File: src/rtl/updown_pkg.sv
// -----------------------------------------------------------------------------
// updown_pkg
// Shared definitions for the up/down counter slice: direction encoding,
// default counter width, default ping-pong limits, and the decode from a
// direction-rule outcome to the next direction value.
// Imported by updown_dir_ctrl, limit_shadow and the counter's top wrapper.
// -----------------------------------------------------------------------------
package updown_pkg;

    // Direction encoding on the counter's c input
    localparam logic DIR_UP   = 1'b0;
    localparam logic DIR_DOWN = 1'b1;

    // Default counter width and full-range default window
    localparam int CNT_W = 4;
    localparam logic [CNT_W-1:0] LO_RST = {CNT_W{1'b0}};
    localparam logic [CNT_W-1:0] HI_RST = {CNT_W{1'b1}};

    // Which direction rule fired this cycle. Listed in priority order after
    // the two wrap guards, which must win over the window compares because a
    // wrapped Qn compares as if it were inside (or on the wrong side of) the
    // window.
    typedef enum logic [2:0] {
        RULE_HOLD    = 3'd0,
        RULE_WRAP_UP = 3'd1,
        RULE_WRAP_DN = 3'd2,
        RULE_ABOVE   = 3'd3,
        RULE_BELOW   = 3'd4,
        RULE_HIT_HI  = 3'd5,
        RULE_HIT_LO  = 3'd6
    } dir_rule_e;

    // Map the winning rule to the direction register's next value
    function automatic logic rule_to_dir(input dir_rule_e rule, input logic cur);
        logic dir;
        case (rule)
            RULE_WRAP_UP, RULE_ABOVE, RULE_HIT_HI: dir = DIR_DOWN;
            RULE_WRAP_DN, RULE_BELOW, RULE_HIT_LO: dir = DIR_UP;
            RULE_HOLD:                             dir = cur;
            default:                               dir = cur;
        endcase
        return dir;
    endfunction

endpackage

File: src/rtl/limit_shadow.sv
// -----------------------------------------------------------------------------
// limit_shadow
// Pending (shadow) copy of the window limits. A load with lo < hi captures the
// request and marks it valid; a load with lo >= hi is rejected and latches the
// sticky error flag. The commit strobe from the direction logic consumes the
// pending values; a load arriving in the same cycle as a commit becomes the
// next pending request.
//
// Ports:
//   clk, rst      clock, async active-high reset
//   lo, hi        requested limits
//   load          single-cycle load strobe
//   commit        turn event this cycle (pending values are being consumed)
//   plo, phi      pending limits
//   pv            pending-valid
//   err           sticky invalid-load flag
// -----------------------------------------------------------------------------
module limit_shadow
    import updown_pkg::*;
#(
    parameter int WIDTH = 4
) (
    input  logic             clk,
    input  logic             rst,
    input  logic [WIDTH-1:0] lo,
    input  logic [WIDTH-1:0] hi,
    input  logic             load,
    input  logic             commit,
    output logic [WIDTH-1:0] plo,
    output logic [WIDTH-1:0] phi,
    output logic             pv,
    output logic             err
);

    logic [WIDTH-1:0] plo_r;
    logic [WIDTH-1:0] phi_r;
    logic             pv_r;
    logic             err_r;
    logic             load_ok_s;
    logic             load_bad_s;

    // Classify the load request
    always_comb begin
        load_ok_s  = 1'b0;
        load_bad_s = 1'b0;
        if (load) begin
            if (lo < hi) begin
                load_ok_s = 1'b1;
            end else begin
                load_bad_s = 1'b1;
            end
        end else begin
            load_ok_s  = 1'b0;
            load_bad_s = 1'b0;
        end
    end

    // Pending limit storage; only a valid load overwrites it
    always_ff @(posedge clk or posedge rst) begin
        if (rst) begin
            plo_r <= {WIDTH{1'b0}};
            phi_r <= {WIDTH{1'b1}};
        end else if (load_ok_s) begin
            plo_r <= lo;
            phi_r <= hi;
        end else begin
            plo_r <= plo_r;
            phi_r <= phi_r;
        end
    end

    // Pending-valid: a new valid load wins over a commit in the same cycle
    always_ff @(posedge clk or posedge rst) begin
        if (rst) begin
            pv_r <= 1'b0;
        end else if (load_ok_s) begin
            pv_r <= 1'b1;
        end else if (commit) begin
            pv_r <= 1'b0;
        end else begin
            pv_r <= pv_r;
        end
    end

    // Sticky error, cleared only by reset
    always_ff @(posedge clk or posedge rst) begin
        if (rst) begin
            err_r <= 1'b0;
        end else if (load_bad_s) begin
            err_r <= 1'b1;
        end else begin
            err_r <= err_r;
        end
    end

    assign plo = plo_r;
    assign phi = phi_r;
    assign pv  = pv_r;
    assign err = err_r;

endmodule

File: src/rtl/updown_dir_ctrl.sv
// -----------------------------------------------------------------------------
// updown_dir_ctrl
// Direction sequencer for the synchronous up/down counter. Predicts the
// counter's next value from Q and the current direction, and turns the
// counter around at the active window limits so it ping-pongs inside
// [alo, ahi]. New limits are staged in limit_shadow and promoted to active
// on the cycle the direction register changes.
//
// Ports:
//   clk, rst   clock and async active-high reset, shared with the counter
//   Q          current counter value
//   lo, hi     requested limits, sampled on load
//   load       single-cycle load strobe
//   c          registered direction (0 = up, 1 = down)
//   turn       one-cycle pulse the cycle after c changes
//   sweeps     saturating count of down->up turns (completed round trips)
//   err        sticky flag: a load carried lo >= hi
// -----------------------------------------------------------------------------
module updown_dir_ctrl
    import updown_pkg::*;
#(
    parameter int WIDTH   = 4,
    parameter int SWEEP_W = 8
) (
    input  logic               clk,
    input  logic               rst,
    input  logic [WIDTH-1:0]   Q,
    input  logic [WIDTH-1:0]   lo,
    input  logic [WIDTH-1:0]   hi,
    input  logic               load,
    output logic               c,
    output logic               turn,
    output logic [SWEEP_W-1:0] sweeps,
    output logic               err
);

    localparam logic [WIDTH-1:0]   Q_ONE   = {{(WIDTH-1){1'b0}}, 1'b1};
    localparam logic [WIDTH-1:0]   Q_MAX   = {WIDTH{1'b1}};
    localparam logic [WIDTH-1:0]   Q_ZERO  = {WIDTH{1'b0}};
    localparam logic [SWEEP_W-1:0] SW_ONE  = {{(SWEEP_W-1){1'b0}}, 1'b1};
    localparam logic [SWEEP_W-1:0] SW_MAX  = {SWEEP_W{1'b1}};

    logic               c_r;
    logic               c_last_r;
    logic               turn_r;
    logic [SWEEP_W-1:0] sweeps_r;
    logic [WIDTH-1:0]   alo_r;
    logic [WIDTH-1:0]   ahi_r;

    logic [WIDTH-1:0]   qn_s;
    dir_rule_e          rule_s;
    logic               c_next_s;
    logic               turn_evt_s;
    logic               commit_s;
    logic               up_turn_s;

    logic [WIDTH-1:0]   plo_s;
    logic [WIDTH-1:0]   phi_s;
    logic               pv_s;
    logic               err_s;

    // Predicted next counter value, wrapping like the counter does
    always_comb begin
        if (c_r == DIR_DOWN) begin
            qn_s = Q - Q_ONE;
        end else begin
            qn_s = Q + Q_ONE;
        end
    end

    // Pick the winning direction rule. The wrap guards come first: a wrapped
    // Qn would otherwise look like it landed on the far side of the window.
    always_comb begin
        rule_s = RULE_HOLD;
        if ((c_r == DIR_UP) && (Q == Q_MAX)) begin
            rule_s = RULE_WRAP_UP;
        end else if ((c_r == DIR_DOWN) && (Q == Q_ZERO)) begin
            rule_s = RULE_WRAP_DN;
        end else if (qn_s > ahi_r) begin
            rule_s = RULE_ABOVE;
        end else if (qn_s < alo_r) begin
            rule_s = RULE_BELOW;
        end else if ((c_r == DIR_UP) && (qn_s == ahi_r)) begin
            rule_s = RULE_HIT_HI;
        end else if ((c_r == DIR_DOWN) && (qn_s == alo_r)) begin
            rule_s = RULE_HIT_LO;
        end else begin
            rule_s = RULE_HOLD;
        end
    end

    // Next direction, turn detection and commit strobe
    always_comb begin
        c_next_s   = rule_to_dir(rule_s, c_r);
        turn_evt_s = (c_next_s != c_r);
        commit_s   = turn_evt_s && pv_s;
        up_turn_s  = (c_last_r == DIR_DOWN) && (c_r == DIR_UP);
    end

    // Direction register and its one-cycle-delayed copy for turn reporting
    always_ff @(posedge clk or posedge rst) begin
        if (rst) begin
            c_r      <= DIR_UP;
            c_last_r <= DIR_UP;
        end else begin
            c_r      <= c_next_s;
            c_last_r <= c_r;
        end
    end

    // Turn pulse: high the cycle after the direction register changed
    always_ff @(posedge clk or posedge rst) begin
        if (rst) begin
            turn_r <= 1'b0;
        end else begin
            turn_r <= (c_r != c_last_r);
        end
    end

    // Round-trip counter, bumped alongside the turn pulse of a down->up turn
    always_ff @(posedge clk or posedge rst) begin
        if (rst) begin
            sweeps_r <= {SWEEP_W{1'b0}};
        end else if (up_turn_s && (sweeps_r != SW_MAX)) begin
            sweeps_r <= sweeps_r + SW_ONE;
        end else begin
            sweeps_r <= sweeps_r;
        end
    end

    // Active limits: promoted from the shadow on the cycle c changes, so
    // the next evaluation already uses the new window
    always_ff @(posedge clk or posedge rst) begin
        if (rst) begin
            alo_r <= Q_ZERO;
            ahi_r <= Q_MAX;
        end else if (commit_s) begin
            alo_r <= plo_s;
            ahi_r <= phi_s;
        end else begin
            alo_r <= alo_r;
            ahi_r <= ahi_r;
        end
    end

    limit_shadow #(
        .WIDTH (WIDTH)
    ) u_shadow (
        .clk    (clk),
        .rst    (rst),
        .lo     (lo),
        .hi     (hi),
        .load   (load),
        .commit (turn_evt_s),
        .plo    (plo_s),
        .phi    (phi_s),
        .pv     (pv_s),
        .err    (err_s)
    );

    assign c      = c_r;
    assign turn   = turn_r;
    assign sweeps = sweeps_r;
    assign err    = err_s;

endmodule

File: config.mk
export PLATFORM = sky130hd
export DESIGN_NAME = updown_dir_ctrl
export DESIGN_NICKNAME = d
export VERILOG_FILES = /design/src/rtl/updown_pkg.sv /design/src/rtl/limit_shadow.sv /design/src/rtl/updown_dir_ctrl.sv
export SDC_FILE = /design/constraint.sdc
export NUM_CORES = 1
export LEC_CHECK = 0
export CAP_MARGIN = 30
export CORE_ASPECT_RATIO = 1.75
export CORE_MARGIN = 2
export CORE_UTILIZATION = 33
export DETAILED_ROUTE_END_ITERATION = 8
export SYNTH_ARGS = -nofsm -noshare
export SYNTH_HDL_FRONTEND = slang
export SYNTH_SLANG_ARGS = --single-unit
export TNS_END_PERCENT = 1
File: constraint.sdc
create_clock -name clk -period 2.6 [get_ports clk]
set_input_delay 0.78 -clock clk [delete_from_list [all_inputs] [get_ports clk]]
set_output_delay 0.78 -clock clk [all_outputs]
set_load 0.02 [all_outputs]
==> metrics.yaml <==
power:
  switchingPower_mw: 1.19
  p_int_mw: 2.11
  power_frac_clock: 0.108
  power_density_nw_per_um2: 1420
  seqPwrFrac: 0.238
  swShare: 0.361
  ir_drop_mv: 0.778
  power_mw: 3.29
  leakagePower_nw: 1.06
  power_frac_comb: 0.654
floorplan:
  core_um2: 4710
  io_pins: 26
  die_x_um: 57.0
  initial_core_util: 0.344
  fp-row-count: 33
  dieArea_um2: 5500
  die_y_um: 96.7
sta:
  clock.fmax_mhz: 330
  clock_skew_ps: 3.60
  maxSlewHeadroom: 0.743
  finalCritPeriodShare: 1.16
  tightest_slew_ps: 384
  drv_slew: 0
  finalHoldViolations: 0
  finalWorstSetupSlack_ps: -428
  fin_crit_ps: 3030
  setup_violations: 9
  grt_setup_unrepaired: "true"
place:
  hpwl_mm: 2.39
  dp.cells: 222
  place.gp.congestion: 0.753
  port_buffers: 25
clock_network:
  ctsHoldBuffers: 0
  cts_max_level: 2
  clk_transition_reported_paths_ps: 60
  cts_tree: "done"
  clock_latency_ps: 270
  numCtsBuffers: 5
  cts_buffer_depth: 2
  cts-root-buf: "clkbuf_8"
  cts_num_sinks: 29
synth:
  synth_compound_area_frac: 0.0966
  syn_inst: 137
  synth_top_family_by_area: "adder cells"
  synth-seq-area-share: 0.454
  yosys.area_share.simple: 0.101
  syn_area_per_cell_um2: 11.8
  yosysWarnings: 0
  synthXorXnorAreaFrac: 0.0541
  synth_fp_nets: 168
  synth-adder-area-share: 0.128
  synth.area.mux_share: 0.118
  syn_area_um2: 1620
  yosys_register_bits: 29
  yosysUniqueCellTypes: 36
routing:
  firstDrtPassIters: 4
  vias: 1134
  routed_via_density: 4.83
  drtAntennaViolNets: 0
  dr.first_iter.drc_count: 18
  routedWlPerCell_um: 12.8
  route.detailed.drc: 0
  drt-total-wl_mm: 3.02
cells_and_area:
  fin_nets: 214
  layout-drive-gt1-share: 0.399
  stdcell_count: 235
  fillCellCount: 432
  finish.utilization: 0.494
  syn_to_final_growth_pct: 43.7
  antenna_cells: 0
setup_path:
  critPathKind: "primary input to flip-flop"
  crit_chain: "buf_8 -> ha_4 -> a21o_1 -> a21oi_4 -> xnor2_4 -> ha_4 -> buf_6 -> nand4_1 -> or3_1 -> a2bb2o_4 -> nor3b_4 -> buf_6 -> mux2_4"
  rr_worst_depth: 12
  r2r_end: "alo_r[2]"
  cp-end-kind: "flip-flop"
  r2r-start: "c"
  slowest_delay_ps: 410
  required_ps: 2750
  cp.arrival_ps: 3180
  crit_path_start_kind: "primary input"
  path_max_fanout: 4
  worst_path_max_delay_cell: "or3_1"
  r2r_slack_ps: -380
  critPathBufInv: 3
  critPathTopFamily: "compound AO/OA/AOI/OAI gates"
run_status:
  outcome: "finished with violations"
  violations: "setup timing"
run:
  maxCapViolCount: 0
global_routing:
  grt_pass1_wl_mm: 5.26
  grt_max_degree: 30
  gr-total-overflow: 0
  track_usage: 0.119
  grt_pass1_vias: 1217
  antenna_found_initial: 0
min_path:
  worstHoldPathCells: 1
  hold_end: "u_shadow.err"
  worstHoldStart: "u_shadow.err"
  hold_path_class: "flip-flop to flip-flop"
## cell families after synthesis
| kind of cell | after synthesis |
|---|---|
| xor gates and xnor gates | 10 |
| adders and majority gates | 16 |
| AOI/OAI and AO/OA | 20 |
| and+or+nand+nor | 26 |
| muxes | 17 |
| buffers and inverters | 19 |
| DFF | 29 |
## synthesized netlist by cell type, drive strengths merged
cell | number | share of area
o21ai | 4 | 0.015
a2bb2o | 1 | 0.012
a21o | 3 | 0.014
nand2 | 5 | 0.012
nand4 | 1 | 0.0039
xnor2 | 6 | 0.032
or2b | 1 | 0.0046
and4 | 3 | 0.016
inv | 17 | 0.039
a21oi | 6 | 0.019
nor3 | 1 | 0.0031
and3 | 3 | 0.012
nor2b | 1 | 0.0039
buf | 2 | 0.0077
o21bai | 1 | 0.0046
fa | 1 | 0.012
mux2 | 17 | 0.12
dfrtp | 21 | 0.32
a2bb2oi | 1 | 0.0054
a211oi | 1 | 0.0077
dfstp | 8 | 0.13
a22o | 1 | 0.0054
and2 | 1 | 0.0039
nor3b | 1 | 0.012
nand3 | 3 | 0.0093
nor4 | 1 | 0.0039
a31oi | 1 | 0.0077
or3 | 1 | 0.0039
nand2b | 3 | 0.012
xor2 | 4 | 0.022
nor2 | 1 | 0.0023
o211a | 1 | 0.0062
ha | 15 | 0.12
## stage by stage
step                      cell area (um^2)  hold WS (ps)  setup WS (ps)  setup TNS (ps)
after floorplan                       1670           476           -518           -4120
after global placement                2060           458          -1260          -13510
after detailed placement              2060           475          -1340          -14320
after CTS                             2260           492           -420           -3200
after global routing                  2330           519           -479           -3810
final                                 2330           486           -428           -3290
## cell usage in the layout (no fill, tap or decap), types with 3 or more instances in the layout
master / n
dfrtp_1: 21
clkdlybuf4s50_1: 21
inv_1: 17
buf_4: 11
mux2_2: 9
ha_1: 9
mux2_4: 8
dfstp_2: 8
ha_4: 6
clkbuf_8: 6
xnor2_1: 5
nand2_1: 4
buf_6: 4
and3_1: 3
nand2b_1: 3
a21o_1: 3
a21oi_2: 3
nand3_1: 3
## registers in the layout, indices dropped and copies added, names as in the netlist
| register | count |
|---|---|
| sweeps | 8 |
| ahi_r | 4 |
| alo_r | 4 |
| u_shadow.phi | 4 |
| u_shadow.plo | 4 |
| c | 1 |
| c_last_r | 1 |
| turn | 1 |
| u_shadow.err | 1 |
| u_shadow.pv | 1 |
## per-layer routing
metal / vias to the layer above / routed length, um / GRT usage / part of all wire
li1: 564 / - / - / -
met1: 547 / 1190 / 0.126 / 0.40
met3: 4 / 102 / 0.0241 / 0.034
met5: - / 0 / 0 / 0
met2: 19 / 1680 / 0.221 / 0.56
met4: 0 / 39 / 0.0483 / 0.013
## timing repair
action / in CTS / in global routing
setup endpoints to repair: 12 / 18
resized for setup: 24 / 14
buffers inserted: 4 / 3
pin swaps: 11 / 11
## area by class of cell
class,count,area [um^2],area share
inverters,17,63.8,0.0274
repair buffers,41,392,0.168
clock buffers,7,86.3,0.0371
flip-flops and latches,29,736,0.316
well taps,52,65.1,0.0280
multi-input cells,89,985,0.423
## power by group through the flow
stage	Clock (mW)	Combinational, mW	Sequential (mW)
after floorplan	0	1.17	0.830
after global placement	0	1.61	0.779
after detailed placement	0	1.67	0.795
after CTS	0.372	2.02	0.790
after global routing	0.389	2.36	0.817
final	0.354	2.15	0.785
## worst max path at each step
stage	endpoint	cells after the start	startpoint	slack (ps)
after floorplan	alo_r[0]	11	Q[1]	-520
after global placement	alo_r[1]	12	Q[1]	-1260
after detailed placement	alo_r[3]	12	Q[1]	-1340
after CTS	alo_r[3]	13	Q[1]	-420
after global routing	alo_r[0]	12	c	-480
final	alo_r[2]	13	Q[1]	-430
Power figures use the tool's default switching activity.
